### src/rtl/warp_xwb.sv
`default_nettype none
// ============================================================================
// Module   : warp_xwb
// Brief    : Scalar writeback arbiter (3 sources -> 2 RF write ports) plus
//            per-register pending scoreboard.
// Revision : 1.0
// ============================================================================
module warp_xwb (
    input  logic        i_clk,
    input  logic        i_rst,
    input  logic        i_src0_valid,
    input  logic        i_src1_valid,
    input  logic        i_src2_valid,
    output logic        o_src0_ready,
    output logic        o_src1_ready,
    output logic        o_src2_ready,
    input  logic [4:0]  i_src0_addr,
    input  logic [4:0]  i_src1_addr,
    input  logic [4:0]  i_src2_addr,
    input  logic [63:0] i_src0_data,
    input  logic [63:0] i_src1_data,
    input  logic [63:0] i_src2_data,
    input  logic        i_issue_valid,
    input  logic [4:0]  i_issue_addr,
    output logic [4:0]  o_rd1_addr,
    output logic [4:0]  o_rd2_addr,
    output logic [63:0] o_rd1_wdata,
    output logic [63:0] o_rd2_wdata,
    output logic        o_rd1_wen,
    output logic        o_rd2_wen,
    output logic [31:0] o_pending,
    output logic        o_hazard_err
);

    localparam int unsigned c_NSRC = 3;

    function automatic logic [1:0] f_inc3(input logic [1:0] x);
        return (x == 2'd2) ? 2'd0 : x + 2'd1;
    endfunction

    function automatic logic [1:0] f_scan(input logic [1:0] base, input int k);
        logic [2:0] s;
        s = {1'b0, base} + 3'(k);
        if (s >= 3'd3) s = s - 3'd3;
        return s[1:0];
    endfunction

    logic [c_NSRC-1:0] w_valid;
    logic [4:0]        w_addr [c_NSRC];
    logic [63:0]       w_data [c_NSRC];

    assign w_valid   = {i_src2_valid, i_src1_valid, i_src0_valid};
    assign w_addr[0] = i_src0_addr;
    assign w_addr[1] = i_src1_addr;
    assign w_addr[2] = i_src2_addr;
    assign w_data[0] = i_src0_data;
    assign w_data[1] = i_src1_data;
    assign w_data[2] = i_src2_data;

    logic [1:0]  rr_q, rr_d;
    logic [4:0]  rd1_addr_q, rd1_addr_d, rd2_addr_q, rd2_addr_d;
    logic [63:0] rd1_data_q, rd1_data_d, rd2_data_q, rd2_data_d;
    logic        rd1_wen_q, rd1_wen_d, rd2_wen_q, rd2_wen_d;
    logic [31:0] pending_q, pending_d;
    logic        hazard_q, hazard_d;

    logic              w_g1_vld, w_g2_vld;
    logic [1:0]        w_g1_idx, w_g2_idx, w_idx;
    logic [c_NSRC-1:0] w_ready;

    // Port 2 skips a candidate that would write the same nonzero register as port 1.
    always_comb begin
        w_g1_vld = 1'b0;
        w_g1_idx = 2'd0;
        w_g2_vld = 1'b0;
        w_g2_idx = 2'd0;
        w_idx    = 2'd0;
        for (int k = 0; k < int'(c_NSRC); k++) begin
            w_idx = f_scan(rr_q, k);
            if (w_valid[w_idx] && !i_rst) begin
                if (!w_g1_vld) begin
                    w_g1_vld = 1'b1;
                    w_g1_idx = w_idx;
                end else if (!w_g2_vld &&
                             !(w_addr[w_idx] == w_addr[w_g1_idx] && w_addr[w_g1_idx] != 5'd0)) begin
                    w_g2_vld = 1'b1;
                    w_g2_idx = w_idx;
                end
            end
        end
    end

    always_comb begin
        w_ready = '0;
        if (w_g1_vld) w_ready[w_g1_idx] = 1'b1;
        if (w_g2_vld) w_ready[w_g2_idx] = 1'b1;

        rr_d = rr_q;
        if (w_g2_vld)      rr_d = f_inc3(w_g2_idx);
        else if (w_g1_vld) rr_d = f_inc3(w_g1_idx);

        rd1_addr_d = rd1_addr_q;
        rd1_data_d = rd1_data_q;
        rd1_wen_d  = 1'b0;
        if (w_g1_vld) begin
            rd1_addr_d = w_addr[w_g1_idx];
            rd1_data_d = w_data[w_g1_idx];
            rd1_wen_d  = (w_addr[w_g1_idx] != 5'd0);
        end
        rd2_addr_d = rd2_addr_q;
        rd2_data_d = rd2_data_q;
        rd2_wen_d  = 1'b0;
        if (w_g2_vld) begin
            rd2_addr_d = w_addr[w_g2_idx];
            rd2_data_d = w_data[w_g2_idx];
            rd2_wen_d  = (w_addr[w_g2_idx] != 5'd0);
        end
    end

    logic [31:0] w_clr, w_set;

    // A same-edge set overrides a clear of the same register.
    always_comb begin
        w_clr = '0;
        w_set = '0;
        if (rd1_wen_q) w_clr[rd1_addr_q] = 1'b1;
        if (rd2_wen_q) w_clr[rd2_addr_q] = 1'b1;
        if (i_issue_valid && i_issue_addr != 5'd0) w_set[i_issue_addr] = 1'b1;
        pending_d = ((pending_q & ~w_clr) | w_set) & ~32'h1;
        hazard_d  = i_issue_valid && (i_issue_addr != 5'd0) &&
                    pending_q[i_issue_addr] && !w_clr[i_issue_addr];
    end

    always_ff @(posedge i_clk or posedge i_rst) begin
        if (i_rst) begin
            rr_q       <= 2'd0;
            rd1_addr_q <= 5'd0;
            rd1_data_q <= 64'd0;
            rd1_wen_q  <= 1'b0;
            rd2_addr_q <= 5'd0;
            rd2_data_q <= 64'd0;
            rd2_wen_q  <= 1'b0;
            pending_q  <= 32'd0;
            hazard_q   <= 1'b0;
        end else begin
            rr_q       <= rr_d;
            rd1_addr_q <= rd1_addr_d;
            rd1_data_q <= rd1_data_d;
            rd1_wen_q  <= rd1_wen_d;
            rd2_addr_q <= rd2_addr_d;
            rd2_data_q <= rd2_data_d;
            rd2_wen_q  <= rd2_wen_d;
            pending_q  <= pending_d;
            hazard_q   <= hazard_d;
        end
    end

    assign o_src0_ready = w_ready[0];
    assign o_src1_ready = w_ready[1];
    assign o_src2_ready = w_ready[2];
    assign o_rd1_addr   = rd1_addr_q;
    assign o_rd1_wdata  = rd1_data_q;
    assign o_rd1_wen    = rd1_wen_q;
    assign o_rd2_addr   = rd2_addr_q;
    assign o_rd2_wdata  = rd2_data_q;
    assign o_rd2_wen    = rd2_wen_q;
    assign o_pending    = pending_q;
    assign o_hazard_err = hazard_q;

endmodule
`default_nettype wire

### config.mk
export PLATFORM = sky130hd
export DESIGN_NAME = warp_xwb
export DESIGN_NICKNAME = d
export VERILOG_FILES = /design/src/rtl/warp_xwb.sv
export SDC_FILE = /design/constraint.sdc
export NUM_CORES = 1
export LEC_CHECK = 0
export BUFFER_PORTS_ARGS = -buffer_cell sky130_fd_sc_hd__buf_2
export CAP_MARGIN = 20
export CORE_AREA = 2 2 152 154
export DETAILED_ROUTE_END_ITERATION = 7
export DIE_AREA = 0 0 154 156
export PLACE_DENSITY = 0.8
export SLEW_MARGIN = 20
export SYNTH_ARGS = -nofsm -noshare
export SYNTH_HDL_FRONTEND = slang
export SYNTH_SLANG_ARGS = --single-unit
### constraint.sdc
create_clock -name i_clk -period 7.5 [get_ports i_clk]
set_input_delay 0 -clock i_clk [delete_from_list [all_inputs] [get_ports i_clk]]
set_output_delay 0 -clock i_clk [all_outputs]
set_load 0.005 [all_outputs]
==> flow_summary.ini <==
[timing]
post-route-period-util = 0.7626
fmax_ghz = 0.1748
slew_headroom = 0.2632
whs_ns = 0.01793
finClkSkew_ns = 0.01897
hold_viol = 0
fin_ws_ns = 1.780
max_slew.worst_pin.slew_ns = 1.104
fin_crit_ns = 5.720
rsz0062_at_grt = false
finalMaxSlewViolations = 0
finalSetupTns_ns = 0
setup_viol = 0

[floorplanning]
die_area_sq_um = 24020
die_h_um = 156
dieWidth_um = 154
start_util = 0.4769
rows = 55
core_area_sq_um = 22370
io_pins = 394

[logic_synthesis]
synth_edf_count = 0
netlist_instances = 1119
synth_area_sq_um = 10670
synth.yosys.seq_area_share = 0.4082
synth_area_per_cell_sq_um = 9.532
synth_top_family_by_area = compound AO/OA/AOI/OAI gates
ys_ff_latch = 174
yosysWarningCount = 0
synth-simple-area-share = 0.1350
async_flop_share = 1.000
muxShareOfSynthArea = 0.1480
syn-num-nets = 1340
yosysUniqueCellTypes = 71
ys.flop_type = dfrtp_1
synth-xor-area-share = 0.002463
synth_fa_ha_area_frac = 0.003519
synth-compound-area-share = 0.2483

[setup_path]
critPathMaxFanout = 51
crit_path_top_delay_cell = a21o_4
critPathTopFamily = compound AO/OA/AOI/OAI gates
crit_buf_inv = 3
cp-start-kind = flip-flop
crit_path_end_kind = flip-flop
arrival_ns = 6.03
worstPathCellList = inv_1, ha_1, and4bb_1, mux2_4, a211oi_2, o41ai_2, a2111oi_4, o2111a_1, a21o_4, buf_4, mux2i_1, o21ai_0, dlygate4sd3_1
ff2ff_path_depth = 13
critPathKind = reg2reg
path_depth = 13
slowest_delay_ns = 0.79
required_ns = 7.81

[pwr]
p_int_uw = 3839
switching_share = 0.4424
irDropWorstVdd_mv = 0.2552
combPwrFrac = 0.601
p_seq_frac = 0.268
power_switching_uw = 3047
power_density_nw_per_um2 = 441.0
power_frac_clock = 0.131
p_leak_uw = 0.007034

[grt]
grt_pass1_wl_um = 75440
grt_usage = 0.4023
grt_overflow = 0
grt_pass1_vias = 13519
antenna_found_initial = 2
grt_max_degree = 85

[finish]
multiInputGateArea_sq_um = 5806
seqCellArea_sq_um = 4354
syn_to_final_growth_pct = 46.39
final_nets = 1900
n_fill_cell = 1501
drive_gt1_frac = 0.3067

[clock_network]
root_buffer = clkbuf_16
cts-htree-levels = 4
cts.sinks = 174
numCtsBuffers = 17
cts_tree = yes
clk_pin_slew_worst_paths_ns = 0.08
worstSkewPairLatency_ns = 0.44
clock_path_buffers = 2

[placed_design]
gp_congestion = 0.9415
io_buffer_count = 392
post-place-ws_ns = 2.340
dp_hpwl_um = 27830

[worst_hold_path]
hold_depth = 4
hp-class = in2reg

[routing]
drc_errors = 47
ant_nets = 0
avgRoutedWirePerCell_um = 25.13
dr.pass1.iters = 8
vias_per_cell = 6.771
initialDrtViolationCount = 1867
wl_um = 49770
vias = 13406

[outcome]
status = finished, violations left
violations = design-rule violations

[run]
drv_cap = 0
## power by group through the flow
stage               Clock, uW  Sequential [uW]  Combinational (uW)
global placement            0             1780                2990
CTS                       890             1780                3800
finish                    901             1840                4140
detailed placement          0             1800                3040
global route              932             1880                4350
floorplan                   0             1750                1880
## kinds of logic after synthesis
group                      after synthesis
AOI/OAI and AO/OA                      374
adders and majority gates                3
muxes                                  135
buffers and inverters                  126
xor gates and xnor gates                 3
other                                    1
and+or+nand+nor                        303
DFF                                    174
## registers in the layout (all words and copies together) (netlist names)
signal / flops
o_rd1_addr: 5
o_rd1_wdata: 64
o_pending: 31
o_hazard_err: 1
o_rd2_wdata: 64
o_rd2_wen: 1
rr_q: 2
o_rd2_addr: 5
o_rd1_wen: 1
## metal layers
metal | vias up | global-route usage | share of wire
met1 | 6302 | 0.4649 | 0.34
met3 | 401 | 0.1000 | 0.12
met2 | 1339 | 0.6425 | 0.45
li1 | 5364 | - | -
met4 | 0 | 0.3169 | 0.090
met5 | - | 0 | 0
## final cells by class
type	instances	area share
Clock buffer	18	0.02748
Tap cell	285	0.02284
Clock inverter	14	0.009295
Inverter	27	0.006811
Antenna cell	3	0.0004808
Multi-Input combinational cell	819	0.3718
Sequential cell	174	0.2788
Timing Repair Buffer	640	0.2825
## synthesized netlist by cell type, drive strengths merged (2+ instances only)
library cell | count | area share
a211o | 2 | 0.0016
a211oi | 6 | 0.0047
a21o | 8 | 0.0056
a21oi | 34 | 0.016
a221oi | 2 | 0.0022
a222oi | 43 | 0.040
a22o | 20 | 0.016
a22oi | 82 | 0.058
a311oi | 3 | 0.0025
a31oi | 18 | 0.011
and3 | 6 | 0.0035
and3b | 4 | 0.0033
buf | 43 | 0.025
clkbuf | 56 | 0.020
dfrtp | 174 | 0.41
ha | 3 | 0.0035
inv | 27 | 0.0095
mux2 | 40 | 0.043
mux2i | 82 | 0.077
mux4 | 13 | 0.027
nand2 | 165 | 0.058
nand2b | 5 | 0.0029
nand3 | 14 | 0.0066
nand3b | 8 | 0.0056
nand4bb | 3 | 0.0032
nor2 | 50 | 0.018
nor2b | 7 | 0.0041
nor3 | 6 | 0.0033
nor3b | 12 | 0.0089
nor4 | 3 | 0.0018
nor4bb | 2 | 0.0033
o2111a | 2 | 0.0021
o211ai | 8 | 0.0056
o21ai | 97 | 0.046
o221ai | 6 | 0.0049
o22ai | 24 | 0.014
o2bb2ai | 5 | 0.0041
o31ai | 2 | 0.0014
o41ai | 3 | 0.0039
or2 | 6 | 0.0035
or3 | 3 | 0.0018
or3b | 6 | 0.0049
xnor2 | 2 | 0.0016
## worst min-delay path, cell delays in order
cell and delay (ns):
buf_2 0.09, mux2i_1 0.06, o21ai_0 0.13, mux2_2 0.14
## what timing repair did
| action | in CTS | in global routing |
|---|---|---|
| resized for setup | 0 | 0 |
| endpoints found under the hold margin | 187 | 0 |
| buffers inserted | 0 | 0 |
| endpoints found under the setup margin | 0 | 0 |
| hold buffers | 233 | 0 |
## final timing paths
check / startpoint / endpoint / slack (ns)
max: rr_q[1] / o_rd2_wdata[44] / 1.78
min: i_src1_data[18] / o_rd2_wdata[18] / 0.02
max reg2reg: rr_q[1] / o_rd2_wdata[44] / 1.78
min reg2reg: o_rd2_wdata[8] / o_rd2_wdata[8] / 0.51
max in group asynchronous: i_rst / o_rd1_wdata[27] / 5.93
min in group asynchronous: i_rst / o_rd1_wdata[9] / 0.32
## stage by stage
step	utilization	total power [uW]	instance area, sq um	cells
floorplan	-	3630	10670	1119
global placement	0.5674	4765	12690	1711
detailed placement	0.5674	4843	12690	1711
CTS	0.6973	6468	15600	1976
global route	0.6980	7163	15610	1978
finish	0.6982	6886	15620	1980
## cells in the final DEF (no fill, tap or decap), drive strengths merged, types with 4 or more instances in the layout
cell type | synthesis | layout
dfrtp | 174 | 174
o221ai | 6 | 6
or3b | 6 | 6
o211ai | 8 | 8
or2 | 6 | 6
and3 | 6 | 6
mux4 | 13 | 13
and3b | 4 | 4
buf | 43 | 407
o21ai | 97 | 97
nand3b | 8 | 8
nor2b | 7 | 7
a21oi | 34 | 34
nor2 | 50 | 50
dlygate4sd3 | 0 | 233
nor3 | 6 | 6
a22oi | 82 | 82
a31oi | 18 | 18
a22o | 20 | 20
nand2b | 5 | 5
a21o | 8 | 8
inv | 27 | 35
nor3b | 12 | 12
clkbuf | 56 | 18
a222oi | 43 | 43
clkinv | 0 | 5
nand3 | 14 | 14
o22ai | 24 | 24
a211oi | 6 | 6
nand2 | 165 | 165
mux2i | 82 | 82
mux2 | 40 | 40
o2bb2ai | 5 | 5
No activity file was read; power rests on OpenSTA's default activity.
